[src/rtl/paint_pkg.sv]
// -----------------------------------------------------------------------------
// paint_pkg
// Shared types and constants for the paint scheduler and its rect scanner.
//   H_ACTIVE_DEFAULT / V_ACTIVE_DEFAULT : default visible raster size
//   color_t   : 3-bit colour code
//   coord_t   : 10-bit unsigned screen coordinate
//   scoord_t  : 11-bit signed scan coordinate (may be negative near edges)
//   ERASE_COLOR : colour written by erase strokes and by a full clear
//   state_t   : scheduler state encoding
//   in_window : true when a signed scan coordinate lies in [0, limit)
// -----------------------------------------------------------------------------
package paint_pkg;

  localparam int H_ACTIVE_DEFAULT = 640;
  localparam int V_ACTIVE_DEFAULT = 480;

  localparam int COORD_W  = 10;
  localparam int SCOORD_W = COORD_W + 1;

  typedef logic [2:0]                 color_t;
  typedef logic [COORD_W-1:0]         coord_t;
  typedef logic signed [SCOORD_W-1:0] scoord_t;

  localparam color_t ERASE_COLOR = 3'b000;

  typedef enum logic [1:0] {
    ST_IDLE  = 2'd0,
    ST_PAINT = 2'd1,
    ST_CLEAR = 2'd2
  } state_t;

  // A negative coordinate is rejected on its sign bit, so it can never alias
  // to a large positive column or row.
  function automatic logic in_window(input scoord_t pos, input int limit);
    return !pos[SCOORD_W-1] && (int'(pos) < limit);
  endfunction

endpackage

[src/rtl/paint_scheduler_rect_scanner.sv]
// -----------------------------------------------------------------------------
// rect_scanner
// Row-major walker over a rectangle of scan positions. Loaded with a signed
// top-left corner and an extent, it steps x first and wraps to the next row
// at the right edge. Shared by brush strokes and the full-screen clear.
//   clk, reset_n     : clock, asynchronous active-low reset
//   start            : load start_x/start_y and extents (wins over advance)
//   start_x, start_y : signed top-left corner of the rectangle
//   ext_x, ext_y     : rectangle width/height in positions (>= 1)
//   advance          : step to the next position
//   cur_x, cur_y     : current signed scan position
//   done             : current position is the last one of the rectangle
// -----------------------------------------------------------------------------
module rect_scanner
  import paint_pkg::*;
(
  input  logic                clk,
  input  logic                reset_n,
  input  logic                start,
  input  scoord_t             start_x,
  input  scoord_t             start_y,
  input  logic [SCOORD_W-1:0] ext_x,
  input  logic [SCOORD_W-1:0] ext_y,
  input  logic                advance,
  output scoord_t             cur_x,
  output scoord_t             cur_y,
  output logic                done
);

  scoord_t first_x;
  scoord_t last_x;
  scoord_t last_y;

  // NOTE: state registers use non-blocking assignments so every flop samples
  // the pre-edge values; blocking here would make the row wrap depend on
  // statement order.
  always_ff @(posedge clk or negedge reset_n) begin
    if (!reset_n) begin
      cur_x   <= '0;
      cur_y   <= '0;
      first_x <= '0;
      last_x  <= '0;
      last_y  <= '0;
    end else if (start) begin
      cur_x   <= start_x;
      cur_y   <= start_y;
      first_x <= start_x;
      last_x  <= start_x + scoord_t'(ext_x) - scoord_t'(1);
      last_y  <= start_y + scoord_t'(ext_y) - scoord_t'(1);
    end else if (advance && !done) begin
      if (cur_x == last_x) begin
        cur_x <= first_x;
        cur_y <= cur_y + scoord_t'(1);
      end else begin
        cur_x <= cur_x + scoord_t'(1);
      end
    end
  end

  assign done = (cur_x == last_x) && (cur_y == last_y);

endmodule

[src/rtl/paint_scheduler.sv]
// -----------------------------------------------------------------------------
// paint_scheduler
// Turns square brush commands into per-pixel writes to a pixel store and
// performs full-screen clears. A clear request is remembered while a stroke
// is in progress and runs once the scheduler is idle again, ahead of any
// waiting command.
//   Parameters : H_ACTIVE, V_ACTIVE visible columns / rows
//   clk, reset_n                 : pixel clock, asynchronous active-low reset
//   cmd_valid / cmd_ready        : command handshake
//   cmd_x, cmd_y                 : brush centre
//   cmd_color, cmd_brush         : colour, 1 = paint / 0 = erase
//   cmd_size                     : brush radius r (square side 2r+1)
//   clear_req                    : one-cycle request to clear the screen
//   wr_allow                     : pixel-store write slot this cycle
//   wr_en, wr_x, wr_y, wr_color  : pixel-store write port
//   busy                         : stroke/clear active or clear pending
// -----------------------------------------------------------------------------
module paint_scheduler
  import paint_pkg::*;
#(
  parameter int H_ACTIVE = H_ACTIVE_DEFAULT,
  parameter int V_ACTIVE = V_ACTIVE_DEFAULT
) (
  input  logic       clk,
  input  logic       reset_n,
  input  logic       cmd_valid,
  output logic       cmd_ready,
  input  logic [9:0] cmd_x,
  input  logic [9:0] cmd_y,
  input  logic [2:0] cmd_color,
  input  logic [1:0] cmd_size,
  input  logic       cmd_brush,
  input  logic       clear_req,
  input  logic       wr_allow,
  output logic       wr_en,
  output logic [9:0] wr_x,
  output logic [9:0] wr_y,
  output logic [2:0] wr_color,
  output logic       busy
);

  state_t  state;
  logic    clear_pend;
  color_t  color_q;

  // Scanner control and status
  logic                scan_start;
  scoord_t             ld_x;
  scoord_t             ld_y;
  logic [SCOORD_W-1:0] ld_w;
  logic [SCOORD_W-1:0] ld_h;
  logic                scan_advance;
  logic                scan_done;
  scoord_t             cur_x;
  scoord_t             cur_y;

  logic                active;
  logic                in_range;
  logic [SCOORD_W-1:0] radius;

  // ---------------------------------------------------------------------------
  // Scan load and step control
  // ---------------------------------------------------------------------------
  // NOTE: every signal written here gets a default first, so no path through
  // the if/else leaves a value unassigned and no latch is inferred.
  always_comb begin
    radius     = {{(SCOORD_W-2){1'b0}}, cmd_size};
    scan_start = 1'b0;
    ld_x       = '0;
    ld_y       = '0;
    ld_w       = '0;
    ld_h       = '0;
    if (state == ST_IDLE) begin
      if (clear_pend) begin
        scan_start = 1'b1;
        ld_w       = SCOORD_W'(H_ACTIVE);
        ld_h       = SCOORD_W'(V_ACTIVE);
      end else if (cmd_valid) begin
        // Signed arithmetic keeps a centre near 0 from wrapping to ~1023.
        scan_start = 1'b1;
        ld_x       = $signed({1'b0, cmd_x}) - $signed(radius);
        ld_y       = $signed({1'b0, cmd_y}) - $signed(radius);
        ld_w       = {{(SCOORD_W-3){1'b0}}, cmd_size, 1'b1};
        ld_h       = {{(SCOORD_W-3){1'b0}}, cmd_size, 1'b1};
      end
    end
  end

  assign active   = (state != ST_IDLE);
  assign in_range = in_window(cur_x, H_ACTIVE) && in_window(cur_y, V_ACTIVE);

  // Off-screen positions are skipped one per cycle; on-screen positions wait
  // for a write slot, so nothing is dropped while wr_allow is low.
  assign scan_advance = active && (in_range ? wr_allow : 1'b1);

  rect_scanner u_scanner (
    .clk     (clk),
    .reset_n (reset_n),
    .start   (scan_start),
    .start_x (ld_x),
    .start_y (ld_y),
    .ext_x   (ld_w),
    .ext_y   (ld_h),
    .advance (scan_advance),
    .cur_x   (cur_x),
    .cur_y   (cur_y),
    .done    (scan_done)
  );

  // ---------------------------------------------------------------------------
  // Scheduler state
  // ---------------------------------------------------------------------------
  always_ff @(posedge clk or negedge reset_n) begin
    if (!reset_n) begin
      state      <= ST_IDLE;
      clear_pend <= 1'b0;
      color_q    <= ERASE_COLOR;
    end else begin
      if (clear_req && (state != ST_CLEAR)) begin
        clear_pend <= 1'b1;
      end
      unique case (state)
        ST_IDLE: begin
          if (clear_pend) begin
            // Starting the clear consumes the request; a request arriving in
            // this same cycle is covered by the clear that is starting.
            state      <= ST_CLEAR;
            clear_pend <= 1'b0;
            color_q    <= ERASE_COLOR;
          end else if (cmd_valid) begin
            state   <= ST_PAINT;
            color_q <= cmd_brush ? color_t'(cmd_color) : ERASE_COLOR;
          end
        end
        ST_PAINT, ST_CLEAR: begin
          if (scan_advance && scan_done) begin
            state <= ST_IDLE;
          end
        end
        default: state <= ST_IDLE;
      endcase
    end
  end

  // ---------------------------------------------------------------------------
  // Outputs
  // ---------------------------------------------------------------------------
  // reset_n is folded in so the handshake is closed for the whole reset
  // window and opens as soon as reset is released.
  assign cmd_ready = reset_n && (state == ST_IDLE) && !clear_pend;
  assign busy      = active || clear_pend;
  assign wr_en     = active && in_range && wr_allow;
  assign wr_x      = coord_t'(cur_x[COORD_W-1:0]);
  assign wr_y      = coord_t'(cur_y[COORD_W-1:0]);
  assign wr_color  = color_q;

endmodule

[config.mk]
export PLATFORM = sky130hd
export DESIGN_NAME = paint_scheduler
export DESIGN_NICKNAME = d
export VERILOG_FILES = /design/src/rtl/paint_pkg.sv /design/src/rtl/paint_scheduler_rect_scanner.sv /design/src/rtl/paint_scheduler.sv
export SDC_FILE = /design/constraint.sdc
export NUM_CORES = 1
export LEC_CHECK = 0
export BUFFER_PORTS_ARGS = -buffer_cell sky130_fd_sc_hd__buf_4
export CORE_ASPECT_RATIO = 0.9
export CORE_MARGIN = 2
export CORE_UTILIZATION = 45
export DETAILED_ROUTE_END_ITERATION = 10
export MAX_ROUTING_LAYER = met4
export PLACE_DENSITY_LB_ADDON = 0.08
export SLEW_MARGIN = 5
export SYNTH_ARGS = -nofsm -noshare
export SYNTH_HDL_FRONTEND = slang
export SYNTH_SLANG_ARGS = --single-unit
[constraint.sdc]
create_clock -name clk -period 4.25 [get_ports clk]
set_clock_uncertainty 0.15 [all_clocks]
set_input_delay 0.425 -clock clk [delete_from_list [all_inputs] [get_ports clk]]
set_output_delay 0.425 -clock clk [all_outputs]
set_load 0.03 [all_outputs]
==> results of run 1 <==
[critical path, stage by stage, from the launching register on]
cell and delay [ns]:
dfrtp_1 0.40, inv_1 0.06, ha_1 0.28, nor2b_1 0.24, and2_2 0.28, buf_4 0.24, nand2b_1 0.12, ha_1 0.30
inv_1 0.06, ha_1 0.19, inv_1 0.07, fa_1 0.41, nor2b_1 0.15, o21a_1 0.13, o21ai_0 0.10, a211oi_1 0.31
o21ai_0 0.15, o311ai_1 0.09
[Yosys cell counts, drive strengths merged, types with 4 or more instances]
cell and n:
nand2 88, dfrtp 61, inv 49, ha 40, o21ai 40, xor2 36
nor2 30, buf 25, xnor2 20, nand3 17, a21oi 16, clkbuf 13
a31oi 11, nor3 11, o211ai 11, a21o 9, nor4 9, nand2b 8
a211oi 7, nand4 7, o31ai 7, fa 4, mux2 4
[per-stage QoR]
step	utilization [%]	setup slack, ns
2_1_floorplan	-	0.558
5_1_grt	53.1	0.104
3_5_place_dp	50.5	0.227
4_1_cts	53.1	0.329
3_3_place_gp	50.5	0.309
6_report	53.1	0.445
[power by group through the flow]
stage / logic, µW / registers (µW) / clock network [µW]
floorplan: 2130 / 1100 / 0
global placement: 2600 / 1200 / 0
detailed placement: 2650 / 1210 / 0
CTS: 2660 / 1200 / 662
global route: 3000 / 1250 / 697
finish: 2660 / 1200 / 650
[area by class of cell]
class / instances / area, µm² / share of cell area (%)
tap: 129 / 161 / 2.94
clock buffer: 13 / 250 / 4.56
clock inverter: 2 / 10.0 / 0.182
timing repair buffer: 62 / 465 / 8.48
inverter: 49 / 186 / 3.40
multi-input combinational: 424 / 2890 / 52.6
sequential: 61 / 1530 / 27.8
[logic make-up (layout without fill, tap and decap cells)]
logic type	count (synthesis)	after routing	share of synthesized area (%)
buffers and inverters	88	126	8.95
AO/OA/AOI/OAI	127	127	17.3
flip-flops	61	61	31.6
adder cells (fa/ha/maj)	44	44	12.0
AND/OR/NAND/NOR	193	193	18.9
multiplexers	4	4	0.931
XOR/XNOR	56	56	10.3
[sequential cells by signal, summed over array words and instances (netlist names)]
register	flops
u_scanner.last_x	11
wr_color	3
u_scanner.cur_x	11
u_scanner.last_y	11
state	2
u_scanner.cur_y	11
u_scanner.first_x	11
clear_pend	1
[routing by layer]
layer	vias up	wire [µm]	GRT usage, %
li1	2040	-	-
met1	1906	6290	34.5
met2	104	4960	30.8
met3	8	633	4.69
met4	0	72	5.44
met5	-	0	-
[worst paths after layout]
kind | start | to | slack [ns] | depth (start not counted)
worst max register to register | state[1] | u_scanner.last_y[9] | 0.45 | 17
worst max-delay path | state[1] | u_scanner.last_y[9] | 0.45 | 17
min in group clk | cmd_color[2] | wr_color[2] | 0.21 | 2
worst min-delay path | reset_n | u_scanner.first_x[2] | 0.02 | 1
max in group asynchronous | reset_n | u_scanner.last_y[7] | 3.37 | 1
worst min register to register | u_scanner.first_x[9] | u_scanner.first_x[9] | 0.32 | 2
[layout by cell type (no fill, tap or decap), types with 4 or more instances in the layout]
| cell type | n |
|---|---|
| nand2_1 | 88 |
| a31oi_1 | 10 |
| o211ai_1 | 11 |
| nor3_1 | 11 |
| o21ai_1 | 10 |
| inv_1 | 47 |
| nand4_1 | 7 |
| buf_4 | 62 |
| clkbuf_16 | 9 |
| fa_1 | 4 |
| o21ai_0 | 29 |
| a21oi_1 | 16 |
| xnor2_1 | 19 |
| nand3_1 | 17 |
| dfrtp_1 | 61 |
| xor2_1 | 36 |
| nor4_1 | 9 |
| o31ai_1 | 7 |
| a21o_1 | 9 |
| a211oi_1 | 7 |
| ha_1 | 40 |
| nand2b_1 | 8 |
| nor2_1 | 30 |
==> out/metrics.sh, run 1 <==
TRACK_USAGE_PCT=22.8
DRC=5
WORST_SETUP_EP_TYPE='flop'
SWSHARE_PCT=47.5
PLACEDINSTANCEAREA_UM2=5220
NUM_VIAS=4058
COREAREA_UM2=10300
TOP_ACHIEVABLE_CLOCK_SPEED_MHz=263
FIN_CRIT_NS=3.80
FINALSETUPVIOLATIONS=0
AVGVIACOUNTPERCELL=5.48
NUMBER_OF_DIODES_ADDED_FOR_ANTENNA_FIXING=0
SYNTH.AREA.TOP_CELLS='dfrtp_1 32%, ha_1 10%, nand2_1 6.8%'
DRTANTENNAVIOLNETS=0
INTERNAL_uW=2370
MAX_SLEW.WORST_PIN.SLEW_NS=0.825
PERIOD_SHARE_PCT=89.5
DIE_W_UM=113
INITIAL_UTILIZATION_PCT=46.8
IR_WORST_VDD_mV=0.274
FINALHOLDVIOLCOUNT=0
P_SW_uW=2140
POST_CTS_BUFFERS=0
DIE_Y_UM=102
NUM-NETS-FINAL=682
TIMING.SETUP.TNS_NS=0
DETAILEDPLACEMENTHPWL_UM=9280
TOTAL_I_O_PIN_COUNT=57
CTS.REPAIR.RESIZED=0
CTS-HTREE-LEVELS=3
DRT_PRE_ANTENNA_ITERS=8
AVGROUTEDWIREPERCELL_UM=16.2
GRT_FIRST_PASS_WIRELENGTH_UM=20000
TOTAL_LEAKAGE_POWER_uW=0.00265
GLOBALROUTE.TOTALOVERFLOW=0
RSZ0062_AT_GRT='false'
ARRIVAL_NS=3.87
CLOCK-SINKS=61
DESIGN.DIE.AREA_UM2=11600
P_PER_AREA_nW_PER_UM2=822
COMBPWRFRAC_PCT=58.9
FAILING_CHECKS='design-rule violations'
FINAL_DESIGN_AREA_NO_FILL_UM2=5490
CRITICAL_PATH_PEAK_FANOUT=16
TIMING.CRITICAL_PATH.FROM_TYPE='flop'
HOLDWS_NS=0.0249
SYNTH_TO_LAYOUT_AREA_GROWTH_PCT=13.5
SYNTH_EDF_COUNT=0
SYNTH.LIB_CELLS_USED.DISTINCT=62
NET_COUNT_OF_THE_MAPPED_NETLIST=648
FILLCELLCOUNT=1004
CTS_TREE='done'
GRT_PASS1_VIAS=3889
WORST_SKEW_PAIR.LATE_LATENCY_NS=0.32
HOLDBUFCOUNTCTS=0
WORSTHOLDPATHTYPE='input pin to async pin'
INITIAL_ANTENNA_VIOLATION_COUNT=0
ASYNC_FLOP_SHARE_PCT=100
CLKSLEWWORSTSETUPHOLDPATHS_NS=0.05
START_TO_END_TYPE_OF_THE_WORST_SETUP_PATH='flop to flop'
SYNTH.LARGEST_AREA_CELL='dfrtp_1'
CAP_VIOL_MAX_COUNT=0
NETLIST_AREA_UM2=4840
CLOCK_SHARE_OF_POWER_PCT=14.4
FINAL-MAX-SLEW-VIOLATION-COUNT=0
DRIVE_GT1_SHARE_PCT=14.1
PART_OF_THE_YOSYS_AREA_USED_FOR_SEQUENTIAL_ELEMENTS_PCT=31.6
POST_SYN_INSTANCES=573
YS_WARN_COUNT=0
PLACEMENTROWS=35
POWER.SHARE.SEQUENTIAL_PCT=26.6
SLEW-LIMIT-HEADROOM_PCT=44.8
PLACE.DETAILED.INSTANCES=725
DRT_FIRST_ITER_VIOLATIONS=258
NUMCTSBUFFERS=9
ROUTED_WL_UM=12000
POST_SYNTH.CELL_AREA_AVG_UM2=8.44
PIN_COUNT_OF_THE_BIGGEST_NET_ENTERING_GLOBAL_ROUTING=63
AREA_SHARE_OF_THE_LARGEST_CELL_TYPE_AFTER_SYNTHESIS_PCT=31.6
CTS_ROOT_BUFFER='clkbuf_16'
FIN_TOTAL_PWR_uW=4510
FINALWEIGHTEDCONGESTION=0.938
REQUIRED_NS=4.32
RUN_STATUS='finished, violations left'
CTS_MAX_PATH_BUFFERS=2
INSTANCES_NO_FILL=740
DOMINANTREGCELLSYNTH='dfrtp_1'
SEQ_CELLS_POST_SYNTH=61
PORT_BUFFERS=56
Note: power is estimated with default switching activity, not from simulation.
==> run 2, diff against run 1 <==
--- a/config.mk
+++ b/config.mk
@@ -8,7 +8,7 @@
 export BUFFER_PORTS_ARGS = -buffer_cell sky130_fd_sc_hd__buf_4
 export CORE_ASPECT_RATIO = 0.9
 export CORE_MARGIN = 2
-export CORE_UTILIZATION = 45
+export CORE_UTILIZATION = 40
 export DETAILED_ROUTE_END_ITERATION = 10
 export MAX_ROUTING_LAYER = met4
 export PLACE_DENSITY_LB_ADDON = 0.08
==> out/metrics.sh, run 2 (synthesized netlist as in run 1, its figures left out) <==
PLACEMENTROWS=38  # was 35
NUM-NETS-FINAL=684  # was 682
FINALHOLDVIOLCOUNT=0  # unchanged
CAP_VIOL_MAX_COUNT=0  # unchanged
HOLDBUFCOUNTCTS=0  # unchanged
CRITICAL_PATH_PEAK_FANOUT=10  # was 16
TRACK_USAGE_PCT=20.5  # was 22.8%
REGTOREGSETUPSLACK_NS=0.34  # was 0.45 ns
RUN_STATUS='finished, final reports clean'  # was finished, violations left
SWSHARE_PCT=46.9  # was 47.5%
GRT_FIRST_PASS_WIRELENGTH_UM=20400  # was 20000 µm
COMBPWRFRAC_PCT=57.9  # was 58.9%
P_SW_uW=2150  # was 2140 µW
RSZ0062_AT_GRT='false'  # unchanged
NUMCTSBUFFERS=9  # unchanged
DIE_W_UM=120  # was 113 µm
CTS.REPAIR.RESIZED=0  # unchanged
DIE_Y_UM=108  # was 102 µm
WORSTHOLDPATHTYPE='input pin to async pin'  # unchanged
WORST_SKEW_PAIR.LATE_LATENCY_NS=0.32  # about the same
TOTAL_I_O_PIN_COUNT=57  # unchanged
PIN_COUNT_OF_THE_BIGGEST_NET_ENTERING_GLOBAL_ROUTING=63  # unchanged
TIMING.CRITICAL_PATH.FROM_TYPE='flop'  # unchanged
GRT_PASS1_VIAS=3887  # was 3889
CRIT-REG2REG-CAPTURE='u_scanner.last_x[9]'  # was u_scanner.last_y[9]
NUMBER_OF_DIODES_ADDED_FOR_ANTENNA_FIXING=0  # unchanged
PORT_BUFFERS=56  # unchanged
WORSTSETUPSTARTPOINT='state[0]'  # was state[1]
DRIVE_GT1_SHARE_PCT=14.5  # was 14.1%
TIMING.SETUP.TNS_NS=0  # unchanged
DRT_PRE_ANTENNA_ITERS=4  # was 8
CTS-HTREE-LEVELS=3  # unchanged
MAX_SLEW.WORST_PIN.SLEW_NS=0.896  # was 0.825 ns
IR_WORST_VDD_mV=0.238  # was 0.274 mV
DESIGN.DIE.AREA_UM2=13000  # was 11600 µm²
GLOBALROUTE.TOTALOVERFLOW=0  # unchanged
POWER.SHARE.SEQUENTIAL_PCT=26.4  # was 26.6%
NUM_VIAS=4063  # was 4058
INITIAL_ANTENNA_VIOLATION_COUNT=0  # unchanged
FINAL-MAX-SLEW-VIOLATION-COUNT=0  # unchanged
TOTAL_LEAKAGE_POWER_uW=0.00268  # was 0.00265 µW
REQUIRED_NS=4.30  # was 4.32 ns
DRC=0  # was 5
TOP_ACHIEVABLE_CLOCK_SPEED_MHz=256  # was 263 MHz
POST_CTS_BUFFERS=0  # unchanged
CLOCK_SHARE_OF_POWER_PCT=15.7  # was 14.4%
INITIAL_UTILIZATION_PCT=40.5  # was 46.8%
REG2REG_FROM='state[0]'  # was state[1]
AVGROUTEDWIREPERCELL_UM=15.9  # was 16.2 µm
START_TO_END_TYPE_OF_THE_WORST_SETUP_PATH='flop to flop'  # unchanged
DRTANTENNAVIOLNETS=0  # unchanged
AVGVIACOUNTPERCELL=5.25  # was 5.48
SLEW-LIMIT-HEADROOM_PCT=40.0  # was 44.8%
HOLDWS_NS=0.0397  # was 0.0249 ns
SYNTH_TO_LAYOUT_AREA_GROWTH_PCT=15.2  # was 13.5%
P_PER_AREA_nW_PER_UM2=822  # about the same
FILLCELLCOUNT=1186  # was 1004
FINALSETUPVIOLATIONS=0  # unchanged
LAYOUT.CELLS.MOST_COMMON_LIST='88 x nand2_1, 64 x buf_4, 61 x dfrtp_1'  # was 88 x nand2_1, 62 x buf_4, 61 x dfrtp_1
DETAILEDPLACEMENTHPWL_UM=9570  # was 9280 µm
WORST_SETUP_EP_TYPE='flop'  # unchanged
FINALWEIGHTEDCONGESTION=0.880  # was 0.938
CTS_MAX_PATH_BUFFERS=2  # unchanged
CLOCK-SINKS=61  # unchanged
CTS_TREE='done'  # unchanged
FIN_CRIT_NS=3.91  # was 3.80 ns
CLKSLEWWORSTSETUPHOLDPATHS_NS=0.05  # about the same
PERIOD_SHARE_PCT=92.1  # was 89.5%
INTERNAL_uW=2430  # was 2370 µW
ARRIVAL_NS=3.96  # was 3.87 ns
COREAREA_UM2=11900  # was 10300 µm²
ROUTED_WL_UM=12300  # was 12000 µm
LAYOUT_COMMONEST_CELL='nand2_1'  # unchanged
CTS_ROOT_BUFFER='clkbuf_16'  # unchanged
DRT_FIRST_ITER_VIOLATIONS=222  # was 258
CRIT_PATH_END='u_scanner.last_x[9]'  # was u_scanner.last_y[9]
REG2REGPATHDEPTH=15  # was 17
run 2: cell types whose count changed in the layout (fill, tap and decap cells not counted):
cell	previous run	this run
buf_4	62	64
a2111oi_0	0	1
a2111oi_1	1	0
and2_1	1	2
and2_2	1	0
bufinv_16	0	1
clkbuf_1	3	2
clkinvlp_4	0	1
run 2: power groups by stage:
stage / clock, µW / sequential [µW] / combinational (µW)
floorplan: 0 / 1100 / 2130
global placement: 0 / 1210 / 2630
detailed placement: 0 / 1220 / 2660
CTS: 741 / 1210 / 2680
global route: 771 / 1250 / 2990
finish: 718 / 1210 / 2650
run 2: layout make-up:
cell class              instances  area (µm²)  share of cell area (%)
flip-flops and latches         61        1530                    27.4
well taps                     160         200                    3.59
repair buffers                 64         480                    8.62
clock buffers                  12         246                    4.42
multi-input cells             424        2880                    51.8
clock inverters                 4        47.5                   0.853
inverters                      49         186                    3.35
run 2: through the flow:
| stage | util (%) | total power (µW) | instance area, µm² | worst slack (ns) | std cells |
|---|---|---|---|---|---|
| after floorplan | - | 3240 | 4840 | 0.558 | 573 |
| after global placement | 44.2 | 3840 | 5280 | 0.284 | 758 |
| after detailed placement | 44.2 | 3880 | 5280 | 0.198 | 758 |
| after CTS | 46.7 | 4620 | 5570 | 0.342 | 774 |
| after global routing | 46.7 | 5020 | 5570 | 0.0533 | 774 |
| final | 46.7 | 4580 | 5570 | 0.337 | 774 |
run 2: routing by layer:
metal	global-route usage (%)	share of wire, %	wire length [µm]
met2	27.9	40	4870
met1	31.7	54	6660
met4	4.29	0.79	97
met3	3.16	5.3	656
met5	-	0	0
run 2: how the worst min path moves through the flow:
| stage | endpoint | slack, ns | startpoint | depth (start not counted) |
|---|---|---|---|---|
| 6_report | u_scanner.cur_x[7] | 0.04 | reset_n | 1 |
| 5_1_grt | u_scanner.cur_x[7] | 0.10 | reset_n | 1 |
| 4_1_cts | u_scanner.cur_x[7] | 0.08 | reset_n | 1 |
| 3_5_place_dp | u_scanner.first_x[10] | 0.31 | u_scanner.first_x[10] | 2 |
| 3_3_place_gp | u_scanner.first_x[10] | 0.30 | u_scanner.first_x[10] | 2 |
| 2_1_floorplan | clear_pend | -0.02 | reset_n | 0 |
run 2: worst max-delay path, cell delays in order (launching register included):
cell and delay, ns:
dfrtp_1 0.37, inv_1 0.08, ha_1 0.29, nor2b_1 0.23, and2_1 0.44, nand2_1 0.17, ha_1 0.30, inv_1 0.04
ha_1 0.24, fa_1 0.42, a21o_1 0.20, a21oi_1 0.27, o21bai_1 0.13, a31oi_1 0.25, or4b_1 0.16, nand3_1 0.06
